==> src/rtl/ser_pkg.sv <==
// Shared types and constants for the serial link (serializer and deserializer).
// The minimum frame length also sets the serializer's small-size rejection threshold.
package ser_pkg;

   typedef enum logic {
      IDLE_S    = 1'b0,
      COLLECT_S = 1'b1
   } deser_state_t;

   localparam int MIN_FRAME_LEN = 3;

endpackage

==> src/rtl/deserializer.sv <==
// Collects an MSB-first serial stream into left-aligned parallel words.
// A frame ends on the W-th bit or on a gap; frames shorter than MIN_FRAME_LEN raise runt_o.
module deserializer
   import ser_pkg::*;
#(
   parameter int DATA_BUS_WIDTH = 16,
   parameter int DATA_MOD_WIDTH = $clog2(DATA_BUS_WIDTH)
) (
   input  logic                      clk_i,
   input  logic                      rst_n_i,
   input  logic                      ser_data_i,
   input  logic                      ser_data_val_i,
   output logic [DATA_BUS_WIDTH-1:0] deser_data_o,
   output logic [DATA_MOD_WIDTH-1:0] deser_data_mod_o,
   output logic                      deser_data_val_o,
   output logic                      runt_o,
   output deser_state_t              dbg_state_o
);

   localparam int W  = DATA_BUS_WIDTH;
   localparam int MW = DATA_MOD_WIDTH;
   localparam int CW = $clog2(DATA_BUS_WIDTH) + 1;

   deser_state_t  r_state;
   logic [CW-1:0] r_cnt;
   logic [W-1:0]  r_buf;
   logic [W-1:0]  r_data;
   logic [MW-1:0] r_mod;
   logic          r_val;
   logic          r_runt;

   logic [MW-1:0] w_idx;
   logic          w_word_done;
   logic          w_long_enough;

   // Counter is always below W while collecting, so the low MW bits index the buffer safely.
   assign w_idx         = MW'(W - 1) - r_cnt[MW-1:0];
   assign w_word_done   = (r_cnt == CW'(W - 1));
   assign w_long_enough = (r_cnt >= CW'(MIN_FRAME_LEN));

   always_ff @(posedge clk_i or negedge rst_n_i) begin
      if (!rst_n_i) begin
         r_state <= IDLE_S;
         r_cnt   <= '0;
         r_buf   <= '0;
         r_data  <= '0;
         r_mod   <= '0;
         r_val   <= 1'b0;
         r_runt  <= 1'b0;
      end else begin
         r_val  <= 1'b0;
         r_runt <= 1'b0;
         case (r_state)
            IDLE_S: begin
               if (ser_data_val_i) begin
                  r_buf   <= {ser_data_i, {(W-1){1'b0}}};
                  r_cnt   <= CW'(1);
                  r_state <= COLLECT_S;
               end
            end
            COLLECT_S: begin
               if (ser_data_val_i) begin
                  if (w_word_done) begin
                     // Stay in COLLECT_S with cnt=0 so a back-to-back frame loses no cycle.
                     r_data <= {r_buf[W-1:1], ser_data_i};
                     r_mod  <= '0;
                     r_val  <= 1'b1;
                     r_buf  <= '0;
                     r_cnt  <= '0;
                  end else begin
                     r_buf[w_idx] <= ser_data_i;
                     r_cnt        <= r_cnt + CW'(1);
                  end
               end else begin
                  if (w_long_enough) begin
                     r_data <= r_buf;
                     r_mod  <= r_cnt[MW-1:0];
                     r_val  <= 1'b1;
                  end else if (r_cnt != '0) begin
                     r_runt <= 1'b1;
                  end
                  r_buf   <= '0;
                  r_cnt   <= '0;
                  r_state <= IDLE_S;
               end
            end
            default: begin
               r_buf   <= '0;
               r_cnt   <= '0;
               r_state <= IDLE_S;
            end
         endcase
      end
   end

   assign deser_data_o     = r_data;
   assign deser_data_mod_o = r_mod;
   assign deser_data_val_o = r_val;
   assign runt_o           = r_runt;
   assign dbg_state_o      = r_state;

endmodule

==> config.mk <==
export PLATFORM = sky130hd
export DESIGN_NAME = deserializer
export DESIGN_NICKNAME = d
export VERILOG_FILES = /design/src/rtl/ser_pkg.sv /design/src/rtl/deserializer.sv
export SDC_FILE = /design/constraint.sdc
export NUM_CORES = 1
export LEC_CHECK = 0
export CAP_MARGIN = 30
export CORE_AREA = 8 8 78 80
export CTS_BUF_LIST = sky130_fd_sc_hd__clkbuf_4
export CTS_CLUSTER_SIZE = 8
export DETAILED_ROUTE_END_ITERATION = 10
export DIE_AREA = 0 0 86 88
export PLACE_DENSITY = 0.67
export SLEW_MARGIN = 10
export SYNTH_ARGS = -nofsm -noshare
export SYNTH_HDL_FRONTEND = slang
export SYNTH_SLANG_ARGS = --single-unit
==> constraint.sdc <==
create_clock -name clk_i -period 2.4 [get_ports clk_i]
set_input_delay 0.36 -clock clk_i [delete_from_list [all_inputs] [get_ports clk_i]]
set_output_delay 0.36 -clock clk_i [all_outputs]
set_load 0.03 [all_outputs]
==> metrics.md <==
| Metric | Value |
|---|---|
| GRT Residual Overflow | 0 |
| Nature of the critical path startpoint | register |
| Largest clock skew in the final design | 0.0120 ns |
| Primary flip-flop cell chosen by synthesis mapping | dfrtp_1 |
| Fill cell total of the finished layout | 456 |
| Iter 0 DRT Violations | 83 |
| Library cell with the largest summed area after synthesis | dfrtp_1 |
| Total DRC errors in the routed layout | 0 |
| Crit path arrival time | 1.84 ns |
| Resized cells post-CTS | 0 |
| Async set or reset register ratio after synthesis | 1.00 |
| Multi-input logic area | 896 um^2 |
| Design internal power | 1.08 mW |
| Synthesized netlist cell count | 180 |
| Drt pass-1 iters | 4 |
| Final net count | 217 |
| Initial Util | 0.428 |
| Final GP Congestion | 1.00 |
| Count of antenna-violating nets left after detailed routing | 0 |
| Required @ worst endpoint | 2.04 ns |
| Worst reg2reg startpoint | r_cnt[0] |
| Sequential cell area in the final layout | 0.00110 mm^2 |
| Sum of net half-perimeters after detailed placement | 3.11 mm |
| Total power divided by cell area | 631 mW/mm^2 |
| Worst-Skew Late Latency | 0.36 ns |
| Initial antenna violation count | 0 |
| # rows | 26 |
| Count of flip-flops with a built-in enable after synthesis | 0 |
| Vias in the first global route | 1475 |
| Global-route wire length before repair | 7.41 mm |
| Total of max-cap violations | 0 |
| Area growth from synthesis to layout | 19.1% |
| Clock power frac | 0.225 |
| Path depth of the worst reg2reg path | 5 |
| Cell with the biggest individual delay on the critical path | clkdlybuf4s50_1 |
| Average cell area after synthesis | 11.7 um^2 |
| Hold Path Class | in2async |
| WL per Instance | 15.7 um |
| Unrepaired setup endpoints after global routing | false |
| Max Fclk | 0.454 GHz |
| Synth Net Count | 188 |
| Proportion of total power due to net switching | 0.319 |
| Number of library cell types mapped by synthesis | 43 |
| Inserted Clock Buffers | 5 |
| Register bit count reported by yosys | 44 |
| Worst slew margin relative to its limit | 0.562 |
| Status | completed |
| Worst setup path class | reg2out |
| Number of post-CTS setup repair buffers | 0 |
| Port Buffers | 26 |
| Clk sinks | 44 |
| Post-Route Utilization | 0.510 |
| Final-report hold violation count | 0 |
| H-tree depth | 2 |
| Family with the most delay on the worst path | buffers and inverters |
| Final critical-path share of the clock period | 0.919 |
| Setup slack of the worst register-to-register path | 0.28 ns |
| Synth warnings | 0 |
| Maximum net fanout on the critical path | 17 |
| Horizontal die dimension | 86 um |
| Worst path bufs/invs | 1 |
| Capturing point of the worst reg2reg path | deser_data_o[2] |
| Combinational share of power | 0.248 |
| Crit-path cells | clkdlybuf4s50_1 |
| Delay of the slowest cell on the worst path | 0.78 ns |
| Maximum clock insertion buffer count | 2 |
| Drt total wl | 4.39 mm |
| Die ar. | 0.00757 mm^2 |
| Switching power summed over all nets | 0.505 mW |
| Setup TNS after final layout | 0 ns |
| Share of total power in sequential cells | 0.527 |
| Top Ports | 27 |
| Maximum number of pins on one net before global-route repair | 23 |
| Total track usage | 0.125 |
| Number of hold buffers added after CTS | 1 |
| Clock-pin slew on the worst setup and hold paths | 0.13 ns |
| Crit path time final | 2.20 ns |
| CTS tree | yes |
| Sequential element share of the synthesized area | 0.523 |
| Number of vias after detailed routing | 1527 |
| Via-to-Cell Ratio | 5.45 |
| Slew @ Worst Pin | 0.654 ns |
| Die outline height | 88 um |
| Synthesized area | 0.00210 mm^2 |
| Top cells by area, synth | dfrtp_1 (52%), mux2_4 (6.4%), mux2_2 (4.3%), o31ai_1 (3.6%), o21ai_0 (3.3%) |
| Root buffer cell | clkbuf_4 |
| Crit path capture type | primary output |
| Final setup violation count | 0 |
| Largest voltage drop on the vdd net | 0.307 mV |
| Pins over their slew limit | 0 |
| Area of the placeable core | 0.00491 mm^2 |
| Antenna diode count | 0 |
| Leak pwr | 1.11 nW |
| Layout cell share with drive strength beyond 1 | 0.200 |
| Area share of the largest cell type after synthesis | 0.523 |
-- final cells by class --
class / count / area share
Inverter: 10 / 0.0160
Multi-Input combinational cell: 113 / 0.357
Clock inverter: 3 / 0.00749
Clock buffer: 5 / 0.0150
Tap cell: 70 / 0.0349
Sequential cell: 44 / 0.439
Timing Repair Buffer: 35 / 0.130
-- routing by layer --
| layer | GRT usage | wire [um] | vias up |
|---|---|---|---|
| met2 | 0.197 | 2040 | 53 |
| li1 | - | - | 727 |
| met1 | 0.158 | 2020 | 738 |
| met4 | 0.0589 | 80 | 0 |
| met5 | 0 | 0 | - |
| met3 | 0.0272 | 252 | 9 |
-- power groups by stage --
stage	registers (mW)	logic [mW]	clock network (mW)
finish	0.834	0.392	0.357
global route	0.844	0.424	0.404
CTS	0.835	0.399	0.375
detailed placement	0.849	0.396	0
global placement	0.849	0.393	0
floorplan	0.933	0.157	0
-- cell usage after synthesis (all sizes together) (2+ instances only) --
cell type / instances
nand4: 8
o21ai: 14
mux2: 17
inv: 10
buf: 7
a21oi: 4
o31ai: 10
clkbuf: 6
nand3: 2
and2: 3
o22ai: 3
a22o: 5
ha: 4
nor3b: 3
nor2b: 2
dfrtp: 44
nand2: 9
mux2i: 3
nor2: 3
or2: 3
o2111ai: 3
-- placed cells by master, fill, tap and decap left out, drive strengths merged, types with 2 or more instances in the layout --
master / count
a21oi: 4
a22o: 5
and2: 3
buf: 9
clkbuf: 5
clkdlybuf4s50: 25
clkinv: 3
dfrtp: 44
ha: 4
inv: 10
mux2: 17
mux2i: 3
nand2: 9
nand3: 2
nand4: 8
nor2: 3
nor2b: 2
nor3b: 3
o2111ai: 3
o21ai: 14
o22ai: 3
o31ai: 10
or2: 3
-- logic make-up (layout without fill, tap and decap cells) --
kind of cell / after synthesis / count (layout) / share of synthesized area
fa+ha+maj: 4 / 4 / 0.0238
xor+xnor: 1 / 1 / 0.00416
buf+inv: 23 / 53 / 0.0511
mux: 20 / 20 / 0.121
flops: 44 / 44 / 0.523
compound gates: 47 / 47 / 0.162
simple gates: 41 / 41 / 0.114
-- how the worst max path moves through the flow --
| stage | startpoint | end | cells past startpoint | slack, ns |
|---|---|---|---|---|
| after floorplan | r_cnt[0] | deser_data_o[10] | 7 | 0.39 |
| after global placement | r_cnt[0] | deser_data_o[1] | 5 | 0.33 |
| after detailed placement | r_cnt[0] | deser_data_o[2] | 5 | 0.32 |
| after CTS | dbg_state_o | dbg_state_o | 1 | 0.18 |
| after global routing | dbg_state_o | dbg_state_o | 1 | 0.10 |
| final | dbg_state_o | dbg_state_o | 1 | 0.20 |
-- sequential cells by signal, summed over array words and instances (netlist names) --
signal,cells
r_cnt,5
deser_data_o,16
deser_data_val_o,1
dbg_state_o,1
runt_o,1
r_buf,16
deser_data_mod_o,4
-- worst register-to-register path, delay by kind of cell (launching register included) --
family / cells / cell delay, ns
DFF: 1 / 0.47
and+or+nand+nor: 1 / 0.42
adders and majority gates: 1 / 0.38
muxes: 1 / 0.37
buffers and inverters: 1 / 0.23
AOI/OAI and AO/OA: 1 / 0.16
-- through the flow --
step	std cells	instance area, um^2	hold slack (ns)	power [mW]	worst slack, ns
after floorplan	180	2100	0.0644	1.09	0.388
after global placement	271	2440	0.172	1.24	0.333
after detailed placement	271	2440	0.170	1.25	0.317
after CTS	280	2510	0.302	1.61	0.176
after global routing	280	2510	0.330	1.67	0.104
final	280	2510	0.317	1.58	0.195
Note: power is estimated with default switching activity, not from simulation.
